<file path="src/rtl/servo_pkg.sv">
// Shared types and helpers for the SG90 servo position sequencer.
package servo_pkg;

  // Top-level sequencer states.
  typedef enum logic [1:0] {
    IDLE  = 2'd0,
    MOVE  = 2'd1,
    SWEEP = 2'd2
  } state_e;

  // Position index range: 0 = full right, 3 = middle, 6 = full left.
  localparam logic [2:0] IDX_MIN = 3'd0;
  localparam logic [2:0] IDX_MID = 3'd3;
  localparam logic [2:0] IDX_MAX = 3'd6;

  // Translate a position index into the servo driver's one-hot code.
  // Middle (3) is the driver's default, encoded as all zeros.
  function automatic logic [5:0] idx_to_pos(input logic [2:0] idx);
    logic [5:0] code;
    case (idx)
      3'd0:    code = 6'b000001;
      3'd1:    code = 6'b000010;
      3'd2:    code = 6'b000100;
      3'd4:    code = 6'b001000;
      3'd5:    code = 6'b010000;
      3'd6:    code = 6'b100000;
      default: code = 6'b000000;
    endcase
    return code;
  endfunction

endpackage

</file>
<file path="src/rtl/servo_sequencer_if.sv">
// Command handshake between control logic and the servo sequencer.
interface servo_sequencer_if;
  logic       cmd_valid;
  logic       cmd_ready;
  logic [2:0] cmd_target;
  logic       sweep_en;

  // Control logic side: issues commands and sweep requests.
  modport master (
    output cmd_valid,
    output cmd_target,
    output sweep_en,
    input  cmd_ready
  );

  // Sequencer side: accepts commands.
  modport slave (
    input  cmd_valid,
    input  cmd_target,
    input  sweep_en,
    output cmd_ready
  );
endinterface

</file>
<file path="src/rtl/servo_frame_tick.sv">
// Free-running frame counter producing a one-cycle tick every FRAME_CYCLES
// clocks. Intentionally not phase-locked to any driver frame.
module servo_frame_tick #(
  parameter int FRAME_CYCLES = 2000000
) (
  input  logic clk,
  input  logic rst_n,
  output logic tick_o
);

  localparam int CW = (FRAME_CYCLES > 1) ? $clog2(FRAME_CYCLES) : 1;
  localparam logic [CW-1:0] LAST = CW'(FRAME_CYCLES - 1);

  logic [CW-1:0] cnt_q;

  // Count 0..FRAME_CYCLES-1 and wrap.
  always_ff @(posedge clk or negedge rst_n) begin
    if (!rst_n) begin
      cnt_q <= '0;
    end else if (cnt_q == LAST) begin
      cnt_q <= '0;
    end else begin
      cnt_q <= cnt_q + 1'b1;
    end
  end

  assign tick_o = (cnt_q == LAST);

endmodule

</file>
<file path="src/rtl/servo_sequencer.sv">
// Slew-limited position sequencer for the SG90 servo driver: accepts target
// commands, steps one index per HOLD_FRAMES frames, and can sweep 0<->6.
module servo_sequencer #(
  parameter int FRAME_CYCLES = 2000000,
  parameter int HOLD_FRAMES  = 5
) (
  input  logic                clk,
  input  logic                rst_n,
  servo_sequencer_if.slave    cmd,
  output logic [5:0]          pos,
  output logic [2:0]          cur_idx,
  output logic                busy,
  output logic                done
);
  import servo_pkg::*;

  localparam int HW = (HOLD_FRAMES > 0) ? $clog2(HOLD_FRAMES + 1) : 1;
  localparam logic [HW-1:0] HOLD_LAST = HW'(HOLD_FRAMES - 1);

  state_e        state_q, state_d;
  logic [2:0]    cur_idx_q, cur_idx_d;
  logic [2:0]    target_q, target_d;
  logic          dir_up_q, dir_up_d;
  logic [HW-1:0] hold_q, hold_d;
  logic          done_q, done_d;
  logic [5:0]    pos_q;

  logic       frame_tick;
  logic       step_evt;
  logic [2:0] cmd_tgt_sat;
  logic [2:0] move_next;
  logic [2:0] sweep_next;

  servo_frame_tick #(
    .FRAME_CYCLES(FRAME_CYCLES)
  ) u_frame_tick (
    .clk   (clk),
    .rst_n (rst_n),
    .tick_o(frame_tick)
  );

  assign step_evt    = frame_tick && (hold_q == HOLD_LAST);
  // Index 7 does not exist; clamp it to full left.
  assign cmd_tgt_sat = (cmd.cmd_target == 3'd7) ? IDX_MAX : cmd.cmd_target;
  // Only used while cur_idx differs from the target / is inside the sweep
  // range in the chosen direction, so neither expression can wrap.
  assign move_next   = (target_q > cur_idx_q) ? cur_idx_q + 3'd1 : cur_idx_q - 3'd1;
  assign sweep_next  = dir_up_q ? cur_idx_q + 3'd1 : cur_idx_q - 3'd1;

  // Next-state logic for the IDLE/MOVE/SWEEP controller.
  always_comb begin
    state_d   = state_q;
    cur_idx_d = cur_idx_q;
    target_d  = target_q;
    dir_up_d  = dir_up_q;
    hold_d    = hold_q;
    done_d    = 1'b0;

    case (state_q)
      IDLE: begin
        hold_d = '0;
        if (cmd.cmd_valid) begin
          target_d = cmd_tgt_sat;
          if (cmd_tgt_sat == cur_idx_q) begin
            done_d = 1'b1;
          end else begin
            state_d = MOVE;
          end
        end else if (cmd.sweep_en) begin
          state_d  = SWEEP;
          dir_up_d = (cur_idx_q != IDX_MAX);
        end
      end

      MOVE: begin
        if (frame_tick) begin
          hold_d = step_evt ? '0 : hold_q + 1'b1;
        end
        if (step_evt) begin
          cur_idx_d = move_next;
          if (move_next == target_q) begin
            done_d  = 1'b1;
            state_d = IDLE;
          end
        end
      end

      SWEEP: begin
        if (!cmd.sweep_en) begin
          // Leave immediately; any partially accumulated hold is dropped.
          state_d = IDLE;
          hold_d  = '0;
        end else begin
          if (frame_tick) begin
            hold_d = step_evt ? '0 : hold_q + 1'b1;
          end
          if (step_evt) begin
            cur_idx_d = sweep_next;
            if (sweep_next == IDX_MAX) begin
              dir_up_d = 1'b0;
            end else if (sweep_next == IDX_MIN) begin
              dir_up_d = 1'b1;
            end
          end
        end
      end

      default: begin
        state_d = IDLE;
      end
    endcase
  end

  // Controller state registers.
  always_ff @(posedge clk or negedge rst_n) begin
    if (!rst_n) begin
      state_q   <= IDLE;
      cur_idx_q <= IDX_MID;
      target_q  <= IDX_MID;
      dir_up_q  <= 1'b1;
      hold_q    <= '0;
      done_q    <= 1'b0;
    end else begin
      state_q   <= state_d;
      cur_idx_q <= cur_idx_d;
      target_q  <= target_d;
      dir_up_q  <= dir_up_d;
      hold_q    <= hold_d;
      done_q    <= done_d;
    end
  end

  // Register the driver code from the current index so pos has no input path.
  always_ff @(posedge clk or negedge rst_n) begin
    if (!rst_n) begin
      pos_q <= 6'b000000;
    end else begin
      pos_q <= idx_to_pos(cur_idx_q);
    end
  end

  assign pos           = pos_q;
  assign cur_idx       = cur_idx_q;
  assign busy          = (state_q != IDLE);
  assign done          = done_q;
  assign cmd.cmd_ready = (state_q == IDLE);

endmodule

</file>
<file path="src/flat_wrapper.sv">
// flat-port wrapper written by rule: the top's interface ports become plain ports
module servo_sequencer_flat import servo_pkg::*;
#(
  parameter int FRAME_CYCLES = 2000000,
  parameter int HOLD_FRAMES  = 5
)
  (clk, rst_n, pos, cur_idx, busy, done, cmd_cmd_valid, cmd_cmd_target, cmd_sweep_en, cmd_cmd_ready);
  servo_sequencer_if cmd_i ();
  input  logic clk;
  input  logic rst_n;
  output logic [5:0] pos;
  output logic [2:0] cur_idx;
  output logic busy;
  output logic done;
  input wire logic [$bits(cmd_i.cmd_valid)-1:0] cmd_cmd_valid;
  input wire logic [$bits(cmd_i.cmd_target)-1:0] cmd_cmd_target;
  input wire logic [$bits(cmd_i.sweep_en)-1:0] cmd_sweep_en;
  output wire logic [$bits(cmd_i.cmd_ready)-1:0] cmd_cmd_ready;
  assign cmd_i.cmd_valid = cmd_cmd_valid;
  assign cmd_i.cmd_target = cmd_cmd_target;
  assign cmd_i.sweep_en = cmd_sweep_en;
  assign cmd_cmd_ready = cmd_i.cmd_ready;
  servo_sequencer #(.FRAME_CYCLES(FRAME_CYCLES), .HOLD_FRAMES(HOLD_FRAMES)) u_core (.clk(clk), .rst_n(rst_n), .cmd(cmd_i), .pos(pos), .cur_idx(cur_idx), .busy(busy), .done(done));
endmodule
</file>
<file path="config.mk">
export PLATFORM = sky130hd
export DESIGN_NAME = servo_sequencer_flat
export DESIGN_NICKNAME = d
export VERILOG_FILES = /design/src/rtl/servo_pkg.sv /design/src/rtl/servo_sequencer_if.sv /design/src/rtl/servo_frame_tick.sv /design/src/rtl/servo_sequencer.sv /design/src/flat_wrapper.sv
export SDC_FILE = /design/constraint.sdc
export NUM_CORES = 1
export LEC_CHECK = 0
export ABC_AREA = 0
export BUFFER_PORTS_ARGS = -buffer_cell sky130_fd_sc_hd__buf_4
export CORE_MARGIN = 5
export CORE_UTILIZATION = 50
export DETAILED_ROUTE_END_ITERATION = 10
export PLACE_DENSITY = 0.69
export SYNTH_ARGS = -nofsm -noshare
export SYNTH_HDL_FRONTEND = slang
export SYNTH_SLANG_ARGS = --single-unit
</file>
<file path="constraint.sdc">
create_clock -name clk -period 6.95 [get_ports clk]
set_input_delay 2.085 -clock clk [delete_from_list [all_inputs] [get_ports clk]]
set_output_delay 2.085 -clock clk [all_outputs]
set_load 0.05 [all_outputs]
</file>
==> results.cfg <==
[route]
dr.pass1.iters = 4
drc_errors = 0
via_per_inst = 5.46
routed.top_layer = met4
ant_nets = 0
dr_total_vias = 1702
wl_met3_um = 181
wl_um = 4390
wl_per_cell_um = 14.1
wl_met1_um = 2190
drt_iter0_markers = 99
met2_length_um = 1960

[synthesis]
yosys-top-cells-area = dfrtp_1, ha_1, dfstp_2, xnor2_1, xor2_1
synth_top_area_share_pct = 37.2
syn_nets = 260
yosysSeqAreaShare_pct = 42.8
synth_cells = 238
ys_warn_count = 0
syn_area_sq_um = 2350
ys_ff_latch = 40
syn_area_per_cell_sq_um = 9.89
synthDistinctLibCells = 44
synth_largest_area_cell = dfrtp_1

[setup_path]
crit_required_ps = 4870
cp.arrival_ps = 1320
cp_num_buf_inv = 3
path_delay_family = flip-flops
rr_worst_depth = 8
crit_fanout = 4
ff2ff_setup_slack_ps = 4080
crit_path_max_incr_delay_ps = 410
cpMostUsedCell = inv_1
rr_endpoint = u_core.state_q[1]
worstSetupEndpointType = output port
crit_chain = inv_1, ha_1, inv_1, buf_4
r2r_start = u_core.cur_idx[1]
cp-start-kind = flop
critical_path_class = reg2out
crit_slowest_cell = dfrtp_1

[clock_network]
h-tree-depth = 2
cts.sinks = 40
cts-resized-gates = 0
cts_tree = built
cts_made_buffers = 5
path_clk_slew_ps = 80
cts_setup_buffers = 0
clock_latency_ps = 290
clockBufferDepth = 2
root_buffer = clkbuf_8
cts_hold_buffers = 0

[placed_design]
post-dp-hpwl_um = 3110
port-buffer-count = 18
gp_congestion = 0.868
dpl-instance-area_sq_um = 2530
dp_slack_ps = 3550

[sta]
slew_headroom_pct = 54.9
clock_skew_ps = 4.08
period_minus_slack_ps = 3400
worst_pin_slew_ps = 676
fin_tns_setup_ps = 0
rsz0062_at_grt = no
finalSetupViolCount = 0
finalMaxSlewViolations = 0
post-route-period-util_pct = 49.0
max_freq_mhz = 294
hold_violations = 0
timing.final.ws_setup_ps = 3550

[floorplanning]
num_rows = 25
start_util_pct = 50.5
die_h_um = 78.6
core_area_sq_um = 4660
die_x_um = 78.6
dieArea_sq_um = 6180
io-pin-count = 19

[cells_and_area]
diodes = 0
drive_above_1_share_pct = 15.5
fin_nets = 279
n_fill_cell = 401
final_util_pct = 55.9
post-route-cell-area_sq_um = 2610
syn2layout_area_growth_pct = 10.8

[worst_hold_path]
hold_depth = 1
hp-class = reg2reg
worstHoldStart = u_core.u_frame_tick.cnt_q[0]
min_to = u_core.u_frame_tick.cnt_q[0]

[power_and_ir_drop]
leakagePower_nw = 1.18
power_per_cell_area_nw_per_um2 = 231
p_total_mw = 0.603
vdd_drop_max_uv = 211

[global_routing]
track_usage_pct = 16.4
grt_overflow = 0
antenna_found_initial = 0
grt_pass1_wl_um = 7910
grt_pass1_vias = 1689
grt_max_degree = 41

[status]
status = finished, final reports clean

[job]
max-cap-violations = 0
## cell usage after synthesis, drive strengths merged
cell type	instances
mux2	5
nor3	7
nand4	6
a22o	1
or4b	2
a32o	1
ha	15
dfstp	5
o21ai	8
nor4	1
nand3	13
o311a	1
nand3b	1
dfrtp	35
nor2	23
mux2i	4
o311ai	1
o21a	2
or3b	1
nand2b	1
a41oi	1
o21bai	1
or3	3
nor2b	4
a21boi	1
a21oi	10
xor2	13
nor3b	7
buf	1
and4	1
and3	4
clkbuf	5
or2	2
xnor2	14
or4bb	1
and2	4
nand2	16
nor4bb	1
nand4b	3
inv	11
o211ai	2
## worst reg2reg max path, delay by kind of cell (launching register included)
kind | cells | cell delay (ps)
AO/OA/AOI/OAI | 2 | 560
AND/OR/NAND/NOR | 2 | 450
flip-flops | 1 | 590
multiplexers | 1 | 370
adder cells (fa/ha/maj) | 1 | 370
XOR/XNOR | 1 | 280
buffers and inverters | 1 | 130
## stage by stage
| stage | hold slack, ps | cells |
|---|---|---|
| after CTS | 497 | 312 |
| after detailed placement | 486 | 304 |
| final | 488 | 312 |
| after global routing | 520 | 312 |
| after global placement | 472 | 304 |
| after floorplan | 447 | 238 |
## layout make-up
cell class	instances	area (sq um)	area share, %
sequential	40	1010	38.6
clock buffer	7	76.3	2.93
multi-input combinational	181	1270	48.9
timing repair buffer	18	135	5.18
tap	54	67.6	2.59
inverter	11	41.3	1.58
clock inverter	1	5.00	0.192
## routing by layer
metal	up-vias	global-route usage [%]
met2	37	24.6
met3	4	3.78
li1	862	-
met4	0	6.47
met5	-	0
met1	799	22.8
## how the worst max path moves through the flow
stage | startpoint | endpoint | cells past startpoint
4_1_cts | u_core.state_q[0] | busy | 4
2_1_floorplan | u_core.state_q[0] | busy | 3
5_1_grt | u_core.state_q[0] | busy | 4
3_3_place_gp | cmd_cmd_target[2] | u_core.state_q[0] | 7
6_report | u_core.state_q[0] | busy | 4
3_5_place_dp | cmd_cmd_target[2] | u_core.state_q[0] | 7
## registers in the layout (all words and copies together) (netlist names)
signal / flops
u_core.cur_idx: 3
u_core.hold_q: 3
u_core.target_q: 3
u_core.u_frame_tick.cnt_q: 21
u_core.pos: 6
u_core.state_q: 2
u_core.dir_up_q: 1
u_core.done: 1
## logic make-up after synthesis
logic type | Yosys count | synth area share [%]
buffers and inverters | 17 | 3.03
AOI/OAI and AO/OA | 29 | 7.87
and+or+nand+nor | 101 | 24.0
xor gates and xnor gates | 27 | 10.0
DFF | 40 | 42.8
adders and majority gates | 15 | 7.97
muxes | 9 | 4.25
## report_power, final
group          switching [mW]  internal (mW)
clock network          0.0785         0.0705
logic                   0.117         0.0720
registers              0.0140          0.251
## cell usage in the layout, fill, tap and decap left out, types with 7 or more instances in the layout
cell type	instances
xor2_1	13
ha_1	15
nand3_1	13
nor2_1	23
nand2_1	16
a21oi_1	10
inv_1	11
buf_4	18
xnor2_1	14
nor3_1	7
o21ai_0	7
dfrtp_1	35
Power figures use the tool's default switching activity.
